===== src/rtl/ewa_share_arb.sv =====
// rtl/ewa_share_arb.sv - round-robin burst arbiter sharing one element-wise adder engine
// Grants the engine per burst and tags each issued tile so results route back in issue order.
module ewa_share_arb #(
   parameter int NREQ      = 2,
   parameter int TILE_SIZE = 4,
   parameter int W         = 16,
   parameter int TAG_DEPTH = 4,
   parameter int IDW       = (NREQ > 1) ? $clog2(NREQ) : 1
) (
   input  logic                                 clk,
   input  logic                                 rst,
   input  logic [NREQ-1:0]                      req_valid,
   input  logic [NREQ-1:0]                      req_last,
   input  logic [NREQ-1:0][TILE_SIZE-1:0][W-1:0] req_a,
   input  logic [NREQ-1:0][TILE_SIZE-1:0][W-1:0] req_b,
   output logic [NREQ-1:0]                      req_ready,
   output logic [NREQ-1:0]                      rsp_valid,
   input  logic [NREQ-1:0]                      rsp_ready,
   output logic [TILE_SIZE-1:0][W-1:0]          rsp_y,
   output logic                                 eng_in_valid,
   input  logic                                 eng_in_ready,
   output logic [TILE_SIZE-1:0][W-1:0]          eng_a,
   output logic [TILE_SIZE-1:0][W-1:0]          eng_b,
   input  logic                                 eng_out_valid,
   output logic                                 eng_out_ready,
   input  logic [TILE_SIZE-1:0][W-1:0]          eng_y,
   output logic                                 busy,
   output logic [IDW-1:0]                       cur_grant,
   output logic                                 err_orphan
);
   localparam int PW = $clog2(TAG_DEPTH);

   typedef enum logic {S_IDLE, S_GRANT} state_t;

   state_t         state, state_nxt;
   logic [IDW-1:0] grant_id, grant_nxt;
   logic [IDW-1:0] rr_ptr, rr_nxt;
   logic [IDW-1:0] winner;
   logic [IDW-1:0] head;
   logic [IDW-1:0] tag_mem [TAG_DEPTH];
   logic [PW-1:0]  wr_ptr, rd_ptr;
   logic [PW:0]    count;
   logic           any_req, not_full, has_tag, push, pop;

   assign not_full  = count < (PW+1)'(TAG_DEPTH);
   assign has_tag   = count != '0;
   assign head      = tag_mem[rd_ptr];
   assign busy      = (state == S_GRANT) || has_tag;
   assign cur_grant = grant_id;
   assign eng_a     = req_a[grant_id];
   assign eng_b     = req_b[grant_id];
   assign rsp_y     = eng_y;

   // Scan from the highest offset down so the requester nearest rr_ptr wins.
   always_comb begin
      int             idx;
      logic [IDW-1:0] idx_c;
      winner  = rr_ptr;
      any_req = 1'b0;
      idx     = 0;
      idx_c   = '0;
      for (int i = NREQ - 1; i >= 0; i--) begin
         idx   = (int'(rr_ptr) + i) % NREQ;
         idx_c = IDW'(idx);
         if (req_valid[idx_c]) begin
            winner  = idx_c;
            any_req = 1'b1;
         end
      end
   end

   always_comb begin
      state_nxt    = state;
      grant_nxt    = grant_id;
      rr_nxt       = rr_ptr;
      req_ready    = '0;
      eng_in_valid = 1'b0;
      push         = 1'b0;
      case (state)
         S_IDLE: begin
            if (any_req) begin
               grant_nxt = winner;
               state_nxt = S_GRANT;
            end
         end
         S_GRANT: begin
            eng_in_valid        = req_valid[grant_id] && not_full;
            req_ready[grant_id] = eng_in_ready && not_full;
            push                = eng_in_valid && eng_in_ready;
            if (push && req_last[grant_id]) begin
               rr_nxt    = (grant_id == IDW'(NREQ - 1)) ? '0 : grant_id + 1'b1;
               state_nxt = S_IDLE;
            end
         end
         default: state_nxt = S_IDLE;
      endcase
   end

   always_ff @(posedge clk or posedge rst) begin
      if (rst) begin
         state    <= S_IDLE;
         grant_id <= '0;
         rr_ptr   <= '0;
      end else begin
         state    <= state_nxt;
         grant_id <= grant_nxt;
         rr_ptr   <= rr_nxt;
      end
   end

   // Results with no outstanding tag are never acknowledged.
   always_comb begin
      rsp_valid = '0;
      if (eng_out_valid && has_tag) rsp_valid[head] = 1'b1;
   end

   assign eng_out_ready = has_tag && rsp_ready[head];
   assign pop           = eng_out_valid && eng_out_ready;

   always_ff @(posedge clk or posedge rst) begin
      if (rst) begin
         wr_ptr     <= '0;
         rd_ptr     <= '0;
         count      <= '0;
         err_orphan <= 1'b0;
      end else begin
         if (push) wr_ptr <= wr_ptr + 1'b1;
         if (pop)  rd_ptr <= rd_ptr + 1'b1;
         case ({push, pop})
            2'b10:   count <= count + 1'b1;
            2'b01:   count <= count - 1'b1;
            default: count <= count;
         endcase
         if (eng_out_valid && !has_tag) err_orphan <= 1'b1;
      end
   end

   always_ff @(posedge clk) begin
      if (push) tag_mem[wr_ptr] <= grant_id;
   end

endmodule


===== config.mk =====
export PLATFORM = sky130hd
export DESIGN_NAME = ewa_share_arb
export DESIGN_NICKNAME = d
export VERILOG_FILES = /design/src/rtl/ewa_share_arb.sv
export SDC_FILE = /design/constraint.sdc
export NUM_CORES = 1
export LEC_CHECK = 0
export ABC_CLOCK_PERIOD_IN_PS = 2800
export CAP_MARGIN = 20
export CORE_AREA = 3 3 208 210
export CTS_BUF_LIST = sky130_fd_sc_hd__clkbuf_16
export CTS_CLUSTER_DIAMETER = 80
export CTS_CLUSTER_SIZE = 40
export DETAILED_ROUTE_END_ITERATION = 10
export DIE_AREA = 0 0 211 213
export PLACE_DENSITY = 0.36
export REMOVE_ABC_BUFFERS = 1
export SKIP_LAST_GASP = 1
export SYNTH_ARGS = -nofsm -noshare
export SYNTH_HDL_FRONTEND = slang
export SYNTH_SLANG_ARGS = --single-unit

===== constraint.sdc =====
create_clock -name clk -period 2.8 [get_ports clk]
set_clock_uncertainty 0.1 [all_clocks]
set_input_delay 0.56 -clock clk [delete_from_list [all_inputs] [get_ports clk]]
set_output_delay 0.56 -clock clk [all_outputs]
set_load 0.01 [all_outputs]

## After elaboration in Yosys (flattened, before gate mapping)

Memory sizes are Yosys's and may differ from the RTL's.
Index checks and enable logic that the tools add are counted.

- Add/sub/neg operators: 6
- Order comparisons: 7
- Equality and inequality tests: 2
- Mux-type cells: 33
- Bitwise logic cells: 2
- Reductions and logical operators: 16

Operator list:

| cell | number |
|---|---|
| 2-to-1 mux 64 bit | 4 |
| 2-to-1 mux 1 bit | 23 |
| logical AND 1 bit | 10 |
| < comparator 1 x 2 -> 1 bit (second input constant) | 4 |
| one-hot mux 3 bit (2 select lines) | 1 |
| adder 2 x 1 -> 2 bit (second input constant) | 2 |
| 2-to-1 mux 2 bit | 2 |
| AND reduction 2 bit | 2 |
| adder 3 x 1 -> 3 bit (second input constant) | 1 |
| < comparator 3 bit (second input constant) | 1 |
| nonzero test 3 bit | 1 |
| subtractor 3 x 1 -> 3 bit (second input constant) | 1 |
| adder 1 bit (second input constant) | 2 |
| bitwise AND 2 bit | 1 |
| demux 1 bit (select 1 bit) | 2 |
| equality test 2 x 1 -> 1 bit (second input constant) | 1 |
| equality test 2 bit (second input constant) | 1 |
| >= comparator 1 bit (second input constant) | 2 |
| one-hot mux 1 bit (2 select lines) | 1 |
| nonzero test 2 bit | 1 |
| logical NOT 1 bit | 1 |
| logical OR 1 bit | 1 |
| inverter 1 bit | 1 |

- Register bits: 11
- Memory bits (writable): 4
- Input bits: 330
- Output and inout bits: 201
- Word-level logic and storage cells: 74
- Memories: 1

Memories:

| name | depth | bits a word | read ports | clocked after memory_dff | wr ports | line | source |
|---|---|---|---|---|---|---|---|
| tag_mem | 4 | 1 | 1 | 0 | 1 | 40 | `logic [IDW-1:0] tag_mem [TAG_DEPTH];` |

## Depth between registers and ports, before layout

- Word-level depth: 7
- Depth in mapped cells: 10
- Gate-level depth less buffers: 10

## Least setup slack after synthesis

No wires, ideal clock.

- Path type: flip-flop to flip-flop
- Start: reg grant_id, in the netlist cur_grant
- End: reg count[2]
- Library setup time: 79 ps
- Arrival: 2,037 ps
- Data required time: 2,621 ps
- Slack: 584 ps
- Cell stages (with the launch flop): 11
- Path buffers: 1
- Clock period less this slack: 2,216 ps
- Cell sequence: dfrtp_1 -> buf_2 -> mux2i_1 -> nor2_4 -> inv_2 -> ha_1 -> inv_1 -> fa_1 -> xor2_1 -> nor2_1 -> xor2_1

- Word-level cells in the longest chain between the ends: 7
- Elaborated cells between the ends (all ways): 9
- Those cells by class: eq/ne: 2; mux: 4; reduce/logical: 3

Ends and longest elaborated chain:

| what | line | source |
|---|---|---|
| start, declared | 36 | `logic [IDW-1:0] grant_id, grant_nxt;` |
| start signal, assigned | 106 | `grant_id <= grant_nxt;` |
| 2-to-1 mux 1 bit (implied by the code) * (2 in series) | 87 | `eng_in_valid = req_valid[grant_id] && not_full;` |
| logical AND 1 bit * | 87 |  |
| logical AND 1 bit * | 89 | `push = eng_in_valid && eng_in_ready;` |
| 2-to-1 mux 1 bit * | 79 | `case (state)` |
| equality test 2 x 1 -> 1 bit or equality test 2 bit (tied branches) | 129 | `case ({push, pop})` |
| one-hot mux 3 bit (2 select lines) or nonzero test 2 bit (tied branches) | -- |  |
| end signal, assigned | 130 | `2'b10: count <= count + 1'b1;` |
| end signal, assigned | 131 | `2'b01: count <= count - 1'b1;` |
| end signal, assigned | 132 | `default: count <= count;` |
| end, declared | 42 | `logic [PW:0] count;` |

Every way passes the cells marked *; elsewhere a longest branch is shown, timed or not. The select of a mux whose other input is x is not followed.
A chain may end at the register's enable or synchronous reset.

==> flow_metrics.py <==
metrics = {
    "worst_setup_path": {
        "r2r-start": "rd_ptr[1]$_DFFE_PP0P_",
        "worstPathRequired_ns": 2.14,
        "endpoint_kind": "output port",
        "cp_top_family": "buffers and inverters",
        "rrSetupSlack_ns": 0.39,
        "reg2reg_depth": 10,
        "slowest_delay_ns": 0.54,
        "slowest_stage": "clkdlybuf4s50_1",
        "startpoint_type": "flip-flop",
        "reg2reg_to": "count[2]$_DFFE_PP0P_",
        "critical_path_class": "flip-flop to output port",
        "path_cells": "buf_12 > buf_4 > mux2_2 > clkdlybuf4s50_1",
        "crit_fanout": 15,
        "worstPathArrival_ns": 2.07,
        "path_buf_inv": 3,
    },
    "placement": {
        "portBuffers": 402,
        "post-place-cells": 1161,
        "gp_congestion": 0.737,
        "placed_cell_area_um2": 7160,
        "dp_hpwl_um": 19800,
    },
    "die": {
        "core_area_um2": 41800,
        "die_y_um": 213,
        "die_w_um": 211,
        "dieArea_um2": 44900,
        "io_pins": 531,
        "initial_core_util": 0.0680,
        "rows": 75,
    },
    "detailed_routing": {
        "dr.max_layer_used": "met5",
        "dr.pass1.iters": 4,
        "met2_length_um": 9720,
        "met3_length_um": 3840,
        "route.detailed.drc": 0,
        "wl_met1_um": 8200,
        "routed_wl_um": 22200,
        "vias_per_cell": 3.04,
        "wire_per_inst_um": 19.0,
        "vias": 3543,
        "drt_iter0_drc": 94,
        "ant_nets": 0,
    },
    "synthesis": {
        "yosys.cell_types.count": 28,
        "ys_ff_latch": 15,
        "synthSimpleGateAreaFrac": 0.0414,
        "synthMuxAreaShare": 0.540,
        "ys_warn_count": 0,
        "synth_top_family_by_area": "multiplexers",
        "synth_compound_area_frac": 0.0212,
        "synth_area_per_cell_um2": 10.1,
        "ys_seq_area_frac": 0.139,
        "yosys.area_share.adder": 0.0291,
        "synthCells": 281,
        "synth_area_um2": 2840,
        "synth-xor-area-share": 0.0154,
    },
    "finish": {
        "fillCellCount": 4612,
        "layout-drive-gt1-share": 0.249,
        "finalNetCount": 963,
        "stdcell_count": 1166,
        "fin_area_um2": 7250,
        "area_growth_pct": 156,
    },
    "power": {
        "p_total_mw": 4.53,
        "leakagePower_nw": 2.61,
        "vdd_drop_max_mv": 0.197,
        "power_density_nw_per_um2": 625,
    },
    "clock_tree": {
        "postCtsHoldBufs": 0,
        "post_cts_resized": 0,
        "clk_latency_ns": 0.25,
        "cts.clk_slew.worst_paths_ns": 0.05,
        "cts.sinks": 15,
        "cts_setup_buffers": 0,
        "cts_tree": "yes",
        "cts_buffer_depth": 2,
        "ctsRootBufferMaster": "clkbuf_16",
        "cts_buffers": 3,
        "htreeDepth": 1,
    },
    "grt": {
        "grt_pass1_wl_um": 28700,
        "antenna_found_initial": 3,
        "grt_max_degree": 27,
        "grt_usage": 0.0895,
        "grt_pass1_vias": 3777,
        "grt-ovfl-total": 0,
    },
    "status": {
        "status": "complete, no violations",
    },
    "worst_hold_path": {
        "min_to": "err_orphan$_DFFE_PP0P_",
        "min_from": "err_orphan$_DFFE_PP0P_",
        "min_path_type": "flip-flop to flip-flop",
        "hold_depth": 1,
    },
    "timing": {
        "fin_crit_ns": 2.73,
        "slew-limit-headroom": 0.680,
        "rsz0062_at_grt": "false",
        "finalHoldViolations": 0,
        "min_period_over_period": 0.974,
        "hold_slack_ns": 0.353,
        "fmax_mhz": 367,
        "setup_viol_count_final": 0,
        "max_slew.worst_pin.slew_ns": 0.479,
        "slew_violations": 0,
    },
    "flow_run": {
        "maxCapViolCount": 0,
    },
}
per-layer routing:
| metal | vias up | track usage |
|---|---|---|
| met3 | 17 | 0.0736 |
| met5 | - | 0.0496 |
| li1 | 1613 | - |
| met4 | 6 | 0.00924 |
| met1 | 1579 | 0.0985 |
| met2 | 328 | 0.133 |
final cells by class:
| cell class | count | area (um^2) | area share |
|---|---|---|---|
| antenna | 1 | 2.50 | 0.000345 |
| clock buffer | 3 | 75.1 | 0.0103 |
| clock inverter | 1 | 5.00 | 0.000690 |
| inverter | 9 | 33.8 | 0.00466 |
| multi-input combinational | 178 | 1840 | 0.254 |
| sequential | 15 | 399 | 0.0550 |
| tap | 539 | 674 | 0.0930 |
| timing repair buffer | 420 | 4220 | 0.582 |
power by group:
part | internal (mW) | switching [mW]
clock network | 0.191 | 0.0907
registers | 0.322 | 0.0884
logic | 2.39 | 1.45
state kept, by name, summed over array words and instances (netlist names):
signal and count:
rr_ptr 1, cur_grant 1, count 3, state 1, wr_ptr 2, err_orphan 1, tag_mem 4, rd_ptr 2
worst max path at each step:
stage	startpoint	endpoint	slack, ns	depth (start not counted)
after floorplan	cur_grant$_DFFE_PP0P_	count[2]$_DFFE_PP0P_	-2.21	9
after global placement	eng_out_valid	count[2]$_DFFE_PP0P_	0.14	9
after detailed placement	eng_out_valid	count[2]$_DFFE_PP0P_	0.12	9
after CTS	cur_grant$_DFFE_PP0P_	eng_a[21]	0.05	4
after global routing	cur_grant$_DFFE_PP0P_	eng_a[21]	0.009	4
final	cur_grant$_DFFE_PP0P_	eng_a[21]	0.07	4
stage by stage:
| step | setup WS, ns | TNS (ns) | util |
|---|---|---|---|
| after global routing | 0.00893 | 0 | 0.174 |
| after CTS | 0.0455 | 0 | 0.173 |
| after detailed placement | 0.119 | 0 | 0.172 |
| after global placement | 0.136 | 0 | 0.172 |
| final | 0.0741 | 0 | 0.174 |
| after floorplan | -2.21 | -227.66 | - |
layout by cell type, fill, tap and decap left out, drive strengths merged, types with 2 or more instances in the layout:
master         synthesis  routed
ha                     5       5
xnor2                  2       2
nor2                   7       7
buf                   79      18
mux2                 128     128
inv                    9       9
xor2                   3       3
clkbuf                 0       3
nand2                  4       4
nor3                   2       2
mux2i                  9       9
a21oi                  2       2
o21ai                  2       2
clkdlybuf4s50          0     402
dfrtp                 11      11
edfxtp                 4       4
and2                   4       4
synth_stat cells, drive strengths merged:
cell type  instances  share of area
and2               4         0.0088
o31ai              1         0.0026
mux2             128           0.51
o21ai              2         0.0035
nor3               2         0.0035
or2b               1         0.0026
mux2i              9          0.032
nor2b              1         0.0022
inv                9          0.012
nand2              4         0.0053
ha                 5          0.022
buf               79           0.20
fa                 1         0.0071
xor2               3         0.0093
nor2               7          0.012
dfrtp             11          0.097
xnor2              2         0.0062
nor3b              1         0.0044
nand3b             1         0.0026
a21o               1         0.0026
a21oi              2         0.0035
edfxtp             4          0.042
a31oi              1         0.0022
o32a               1         0.0035
o2bb2ai            1         0.0031
logic make-up after synthesis:
group | Yosys count
muxes | 137
buffers and inverters | 88
and+or+nand+nor | 21
DFF | 15
AOI/OAI and AO/OA | 9
adders and majority gates | 6
xor gates and xnor gates | 5
worst reg2reg max path: stages (launching register included):
cell     delay [ns]
dfrtp_1        0.43
mux2i_2        0.29
mux2i_1        0.17
mux2i_1        0.17
nor2_1         0.16
ha_1           0.19
inv_1          0.05
fa_1           0.36
xor2_1         0.15
nor2_1         0.11
xor2_1         0.15
Note: power is estimated with default switching activity, not from simulation.
